## src/rtl/shift_mix_stage.sv

```systemverilog
// shift_mix_stage: registered AES ShiftRows + MixColumns stage with valid/ready handshake.
// Define SHIFT_MIX_SKID_EN for a two-entry skid buffer with a registered in_ready.
module shift_mix_stage (
  input  logic         clk,
  input  logic         rst_n,
  input  logic         in_valid,
  output logic         in_ready,
  input  logic [127:0] in_state,
  input  logic         in_last,
  output logic         out_valid,
  input  logic         out_ready,
  output logic [127:0] out_state,
  output logic         out_last
);
  function automatic logic [7:0] xt(input logic [7:0] x);
    return {x[6:0], 1'b0} ^ (x[7] ? 8'h1b : 8'h00);
  endfunction

  // Column c gathers row r from input column (c+r) mod 4, then mixes unless last round.
  function automatic logic [127:0] shift_mix(input logic [127:0] s, input logic last);
    logic [7:0]   a [4];
    logic [31:0]  m;
    logic [127:0] r;
    r = '0;
    for (int c = 0; c < 4; c++) begin
      for (int i = 0; i < 4; i++) a[i] = s[127-8*(4*((c+i)%4)+i) -: 8];
      m = {xt(a[0]) ^ xt(a[1]) ^ a[1] ^ a[2] ^ a[3],
           a[0] ^ xt(a[1]) ^ xt(a[2]) ^ a[2] ^ a[3],
           a[0] ^ a[1] ^ xt(a[2]) ^ xt(a[3]) ^ a[3],
           xt(a[0]) ^ a[0] ^ a[1] ^ a[2] ^ xt(a[3])};
      r[127-32*c -: 32] = last ? {a[0], a[1], a[2], a[3]} : m;
    end
    return r;
  endfunction

  logic [127:0] mixed;
  logic [127:0] data_q, data_d;
  logic         valid_q, valid_d, last_q, last_d;
  logic         accept;

  assign mixed     = shift_mix(in_state, in_last);
  assign out_state = data_q;
  assign out_valid = valid_q;
  assign out_last  = last_q;

`ifdef SHIFT_MIX_SKID_EN
  logic [127:0] skid_q, skid_d;
  logic         skid_v_q, skid_v_d, skid_last_q, skid_last_d;
  logic         load;

  assign in_ready = !skid_v_q;
  assign accept   = in_valid && !skid_v_q;
  assign load     = !valid_q || out_ready;

  // The skid entry always drains to the output before any new word.
  always_comb begin
    data_d      = load ? (skid_v_q ? skid_q : (accept ? mixed : data_q)) : data_q;
    last_d      = load ? (skid_v_q ? skid_last_q : (accept ? in_last : last_q)) : last_q;
    valid_d     = load ? (skid_v_q || accept) : valid_q;
    skid_d      = (!load && accept) ? mixed : skid_q;
    skid_last_d = (!load && accept) ? in_last : skid_last_q;
    skid_v_d    = !load && (skid_v_q || accept);
  end

  always_ff @(posedge clk) begin
    if (!rst_n) begin
      skid_q      <= '0;
      skid_last_q <= 1'b0;
      skid_v_q    <= 1'b0;
    end else begin
      skid_q      <= skid_d;
      skid_last_q <= skid_last_d;
      skid_v_q    <= skid_v_d;
    end
  end
`else
  assign in_ready = !valid_q || out_ready;
  assign accept   = in_valid && in_ready;

  always_comb begin
    data_d  = accept ? mixed : data_q;
    last_d  = accept ? in_last : last_q;
    valid_d = accept || (valid_q && !out_ready);
  end
`endif

  always_ff @(posedge clk) begin
    if (!rst_n) begin
      data_q  <= '0;
      last_q  <= 1'b0;
      valid_q <= 1'b0;
    end else begin
      data_q  <= data_d;
      last_q  <= last_d;
      valid_q <= valid_d;
    end
  end
endmodule

```

## config.mk

```make
export PLATFORM = sky130hd
export DESIGN_NAME = shift_mix_stage
export DESIGN_NICKNAME = d
export VERILOG_FILES = /design/src/rtl/shift_mix_stage.sv
export SDC_FILE = /design/constraint.sdc
export NUM_CORES = 1
export LEC_CHECK = 0
export ABC_CLOCK_PERIOD_IN_PS = 2200
export CAP_MARGIN = 10
export CORE_UTILIZATION = 55
export CTS_CLUSTER_DIAMETER = 60
export CTS_CLUSTER_SIZE = 10
export DETAILED_ROUTE_END_ITERATION = 16
export GPL_ROUTABILITY_DRIVEN = 0
export GPL_TIMING_DRIVEN = 0
export HOLD_SLACK_MARGIN = 0.06
export PLACE_DENSITY = 0.85
export SLEW_MARGIN = 5
export SYNTH_ARGS = -nofsm -noshare
export SYNTH_HDL_FRONTEND = slang
export SYNTH_SLANG_ARGS = --single-unit
```

## constraint.sdc

```tcl
create_clock -name clk -period 2.2 [get_ports clk]
set_input_delay 0.33 -clock clk [delete_from_list [all_inputs] [get_ports clk]]
set_output_delay 0.33 -clock clk [all_outputs]
set_load 0.02 [all_outputs]
```

; Yosys cells after proc, flatten, opt, wreduce, memory -nomap -nowiden
; Index checks and enable logic that the tools add are counted.
[totals]
regBits = 130
latchBits = 0
ramBits = 0
mem_bits_ro = 0
in_bits = 133
output_inout_bits = 131
elab_cells = 109
memories = 0
[op_classes]
add_sub_neg = 0
multipliers = 0
n_div = 0
n_lt_le_gt_ge = 0
eq_ne = 0
n_shift = 0
n_mux = 20
n_bitwise = 80
n_reduce_logical = 6
[op_table]
columns = op, n
row1 = 8-bit XOR, 64
row2 = 32-bit 2-to-1 mux, 4
row3 = 8-bit by 5-bit XOR with 8-bit output, 16
row4 = 5-bit 2-to-1 mux, 16
row5 = 1-bit logical AND, 2
row6 = 1-bit zero test, 2
row7 = 1-bit logical OR, 2

; Depth between registers and ports, before layout
[logic_depth]
ltp_word = 7
ltp_mapped = 7
ltp_nobuf = 4

; Least setup slack after synthesis
; No wires, ideal clock.
[synth_path]
path_kind = register to register
startpoint = register valid_q, in the netlist out_valid
endpoint = register data_q[102], in the netlist out_state[102]
setup_ns = 0.125
arrival_ns = 1.391
t_required_ns = 2.075
setup_slack_ns = 0.684
stages_incl_launch_ff = 8
path_buffers = 4
synth_period_minus_slack_ns = 1.516
cell_sequence = dfxtp_1 > nand2b_1 > buf_2 > and2_1 > buf_12 > buf_2 > buf_2 > a31oi_1
[synth_via]
elab_chain_cells = 3
[synth_rtl]
columns = item, line_no
row1 = start: declaration, 38  ; logic valid_q, valid_d, last_q, last_d;
row2 = start signal: assignment, 95  ; valid_q <= valid_d;
row3 = 1-bit zero test, 77  ; assign in_ready = !valid_q || out_ready;
row4 = 1-bit logical OR, 77
row5 = 1-bit logical AND, 78  ; assign accept = in_valid && in_ready;
row6 = end signal: assignment, 93  ; data_q <= data_d;
row7 = end: declaration, 37  ; logic [127:0] data_q, data_d;
; No other way between the ends.
; A chain may end at the register's enable or synchronous reset.

; Worst setup path in the final report
[layout_path]
startpoint = input out_ready
endpoint = output in_ready
[layout_via]
elab_chain_cells = 1
[layout_rtl]
columns = item, line_no
row1 = start: declaration, 11  ; input logic out_ready,
row2 = 1-bit logical OR, 77
row3 = end: declaration, 7  ; output logic in_ready,
; No other way between the ends.

==> reports/metrics.yaml <==
timing:
  fmax_mhz: 478
  max_slew_margin_pct: 47.2
  tns_ns: 0
  setup_viol: 0
  worst_pin_slew_ns: 0.791
  final.period_utilization_pct: 95.2
  min_period_ns: 2.09
  grt_setup_unrepaired: "false"
  finClkSkew_ns: 0.00757
  maxSlewViolCount: 0
  hold_violations: 0
synthesis:
  ys_async_sr_fraction_pct: 0
  syn-num-nets: 1235
  ys_warn_count: 0
  synthFlopType: "dfxtp_1"
  synth_edf_count: 0
  synth_top_area_cell: "dfxtp_1"
  ys_seq_elements: 130
  avgSynthCellArea_um2: 9.48
  synth_area_leaders: "dfxtp_1 25%, xnor2_1 16%, xnor3_1 13%"
  ys_types: 34
  syn_area_mm2: 0.0105
  synth-seq-area-share_pct: 24.9
  synth_top_area_share_pct: 24.9
  syn_inst: 1102
setup_path:
  cp-end-kind: "primary output"
  critPathMaxStageDelay_ns: 0.64
  path_buf_inv: 3
  critPathTopFamily: "buffers and inverters"
  cp_slowest_cell: "clkdlybuf4s50_1"
  crit_top_cell: "clkdlybuf4s50_1"
  crit_arrival_ns: 1.76
  worstPathMaxFanout: 16
  crit_required_ns: 1.87
  criticalPathCategory: "in -> out"
  crit_chain: "clkdlybuf4s50_1 -> nand2b_1 -> clkbuf_4 -> clkdlybuf4s50_1"
  crit_path_start_kind: "primary input"
clocking:
  cts_buffers: 17
  clk_pin_slew_ns: 0.06
  root_buffer: "clkbuf_16"
  cts_hold_buf: 0
  clock_sinks: 130
  post-cts-setup-buffer-count: 0
  cts_resized: 0
  cts_max_level: 4
  clock_path_buffers: 2
  cts_tree: "done"
  insertion_delay_ns: 0.43
power_and_ir_drop:
  p_leak_nw: 5.54
  power_mw: 9.46
  p_per_area_mw_per_mm2: 691
  ir_drop_uv: 572
route:
  drtIter0Drc: 1025
  drc: 0
  vias: 9902
  totalWireLength_mm: 36.2
  avgRoutedWirePerCell_um: 22.6
  vias_per_cell: 6.18
  drtAntennaViolNets: 0
  dr.pass1.iters: 6
floorplanning:
  initial_core_util_pct: 56.1
  die_area_mm2: 0.0196
  io_pins: 264
  die_h_um: 140
  fp.coreArea_mm2: 0.0186
  die_x_um: 140
  rows: 50
grt:
  grt.total_usage_pct: 36.8
  antenna_found_initial: 0
  grt_first_pass_wirelength_mm: 54.5
  overflow: 0
  grt_pass1_vias: 9900
  grt_max_degree: 17
outcome:
  outcome: "complete, no violations"
flow_run:
  cap_violations: 0
place:
  hpwl_mm: 26.6
  dp_cells: 1572
  io_buffers: 236
final_layout:
  synthToLayoutAreaGrowth_pct: 31.1
  fillers: 1362
  drive_gt1_share_pct: 7.45
  fin_nets: 1489
  final_cells: 1603
  n_antenna_cell: 0
worst_hold_path:
  hold_class: "in -> reg"
==> area by class of cell <==
type                       count  area, um^2  share of cell area (%)
multi-input combinational    863        7300                    53.3
inverter                       5        18.8                   0.137
buffer                       103         528                    3.85
tap                          234         293                    2.14
timing repair buffer         236        2360                    17.2
clock inverter                14         155                    1.13
clock buffer                  18         439                    3.21
sequential                   130        2600                    19.0
==> per-stage QoR <==
step,utilization [%],instance area [um^2],hold WS [ns],setup WS (ns)
after floorplan,-,10500,0.493,0.684
after CTS,73.5,13700,0.261,0.0316
after global routing,73.5,13700,0.285,0.0518
final,73.5,13700,0.263,0.106
after detailed placement,70.3,13100,0.453,-0.277
after global placement,70.3,13100,0.445,-0.243
==> cells in the mapped netlist, types with 4 or more instances <==
library cell  count
inv_1             5
xnor2_2           5
a21oi_1         129
nand2b_1         13
o211ai_2          4
buf_2            38
xnor3_1          61
mux2i_1          39
nand4b_1         44
o21ai_1          44
o211ai_1         53
xor2_2           14
o211a_1          13
nor2b_1           7
clkbuf_1         55
nor2_1           11
nand2_1          62
o21ai_0          23
xnor2_1         186
o21a_1           16
xor2_1           93
a31oi_1          34
o311a_1           4
and2_1            5
dfxtp_1         130
==> worst reg2reg max path, delay by kind of cell, from the launching register on <==
kind,cells,cell delay (ns)
buffers and inverters,4,1.02
AO/OA/AOI/OAI,1,0.14
AND/OR/NAND/NOR,2,0.35
flip-flops,1,0.31
==> report_power, final <==
part	switching (mW)	leakage [nW]	internal, mW
Clock	1.20	0.276	1.71
Combinational	1.91	4.19	1.84
Sequential	0.192	1.08	2.61
==> sequential cells by signal (all words and copies together) (netlist names) <==
name and cells:
out_state 128, out_last 1, out_valid 1
==> final timing paths <==
path | start | depth (start not counted) | to | slack [ns]
max | out_ready | 4 | in_ready | 0.11
min | in_state[79] | 3 | out_state[15]$_SDFFE_PN0P_ | 0.26
max reg2reg | out_valid$_SDFF_PN0_ | 7 | out_state[120]$_SDFFE_PN0P_ | 0.26
min reg2reg | out_last$_SDFFE_PN0P_ | 2 | out_last$_SDFFE_PN0P_ | 0.46
==> cell usage in the layout (no fill, tap or decap), drive strengths merged, types with 7 or more instances in the layout <==
cell type and instances:
clkdlybuf4s50 236, xnor2 191, dfxtp 130, a21oi 129, xor2 107, clkbuf 74
o21ai 67, nand2 62, xnor3 61, o211ai 57, buf 45, nand4b 44
mux2i 39, a31oi 34, o21a 16, nand2b 13, o211a 13, nor2 11
inv 8, nor2b 7
==> per-layer routing <==
layer,part of all wire [%],GRT usage [%],vias up
li1,-,-,4369
met5,0,0,-
met2,47,60.5,698
met4,4.8,21.4,0
met3,9.7,7.64,134
met1,38,44.7,4701
==> cell families (layout without fill, tap and decap cells) <==
family                 after synthesis  in the layout  synth area share [%]
buffers and inverters              109            376                  5.21
AND/OR/NAND/NOR                    142            142                  7.81
multiplexers                        39             39                  3.74
AO/OA/AOI/OAI                      322            322                  18.6
flip-flops                         130            130                  24.9
XOR/XNOR                           360            360                  39.7
No activity file was read; power rests on OpenSTA's default activity.
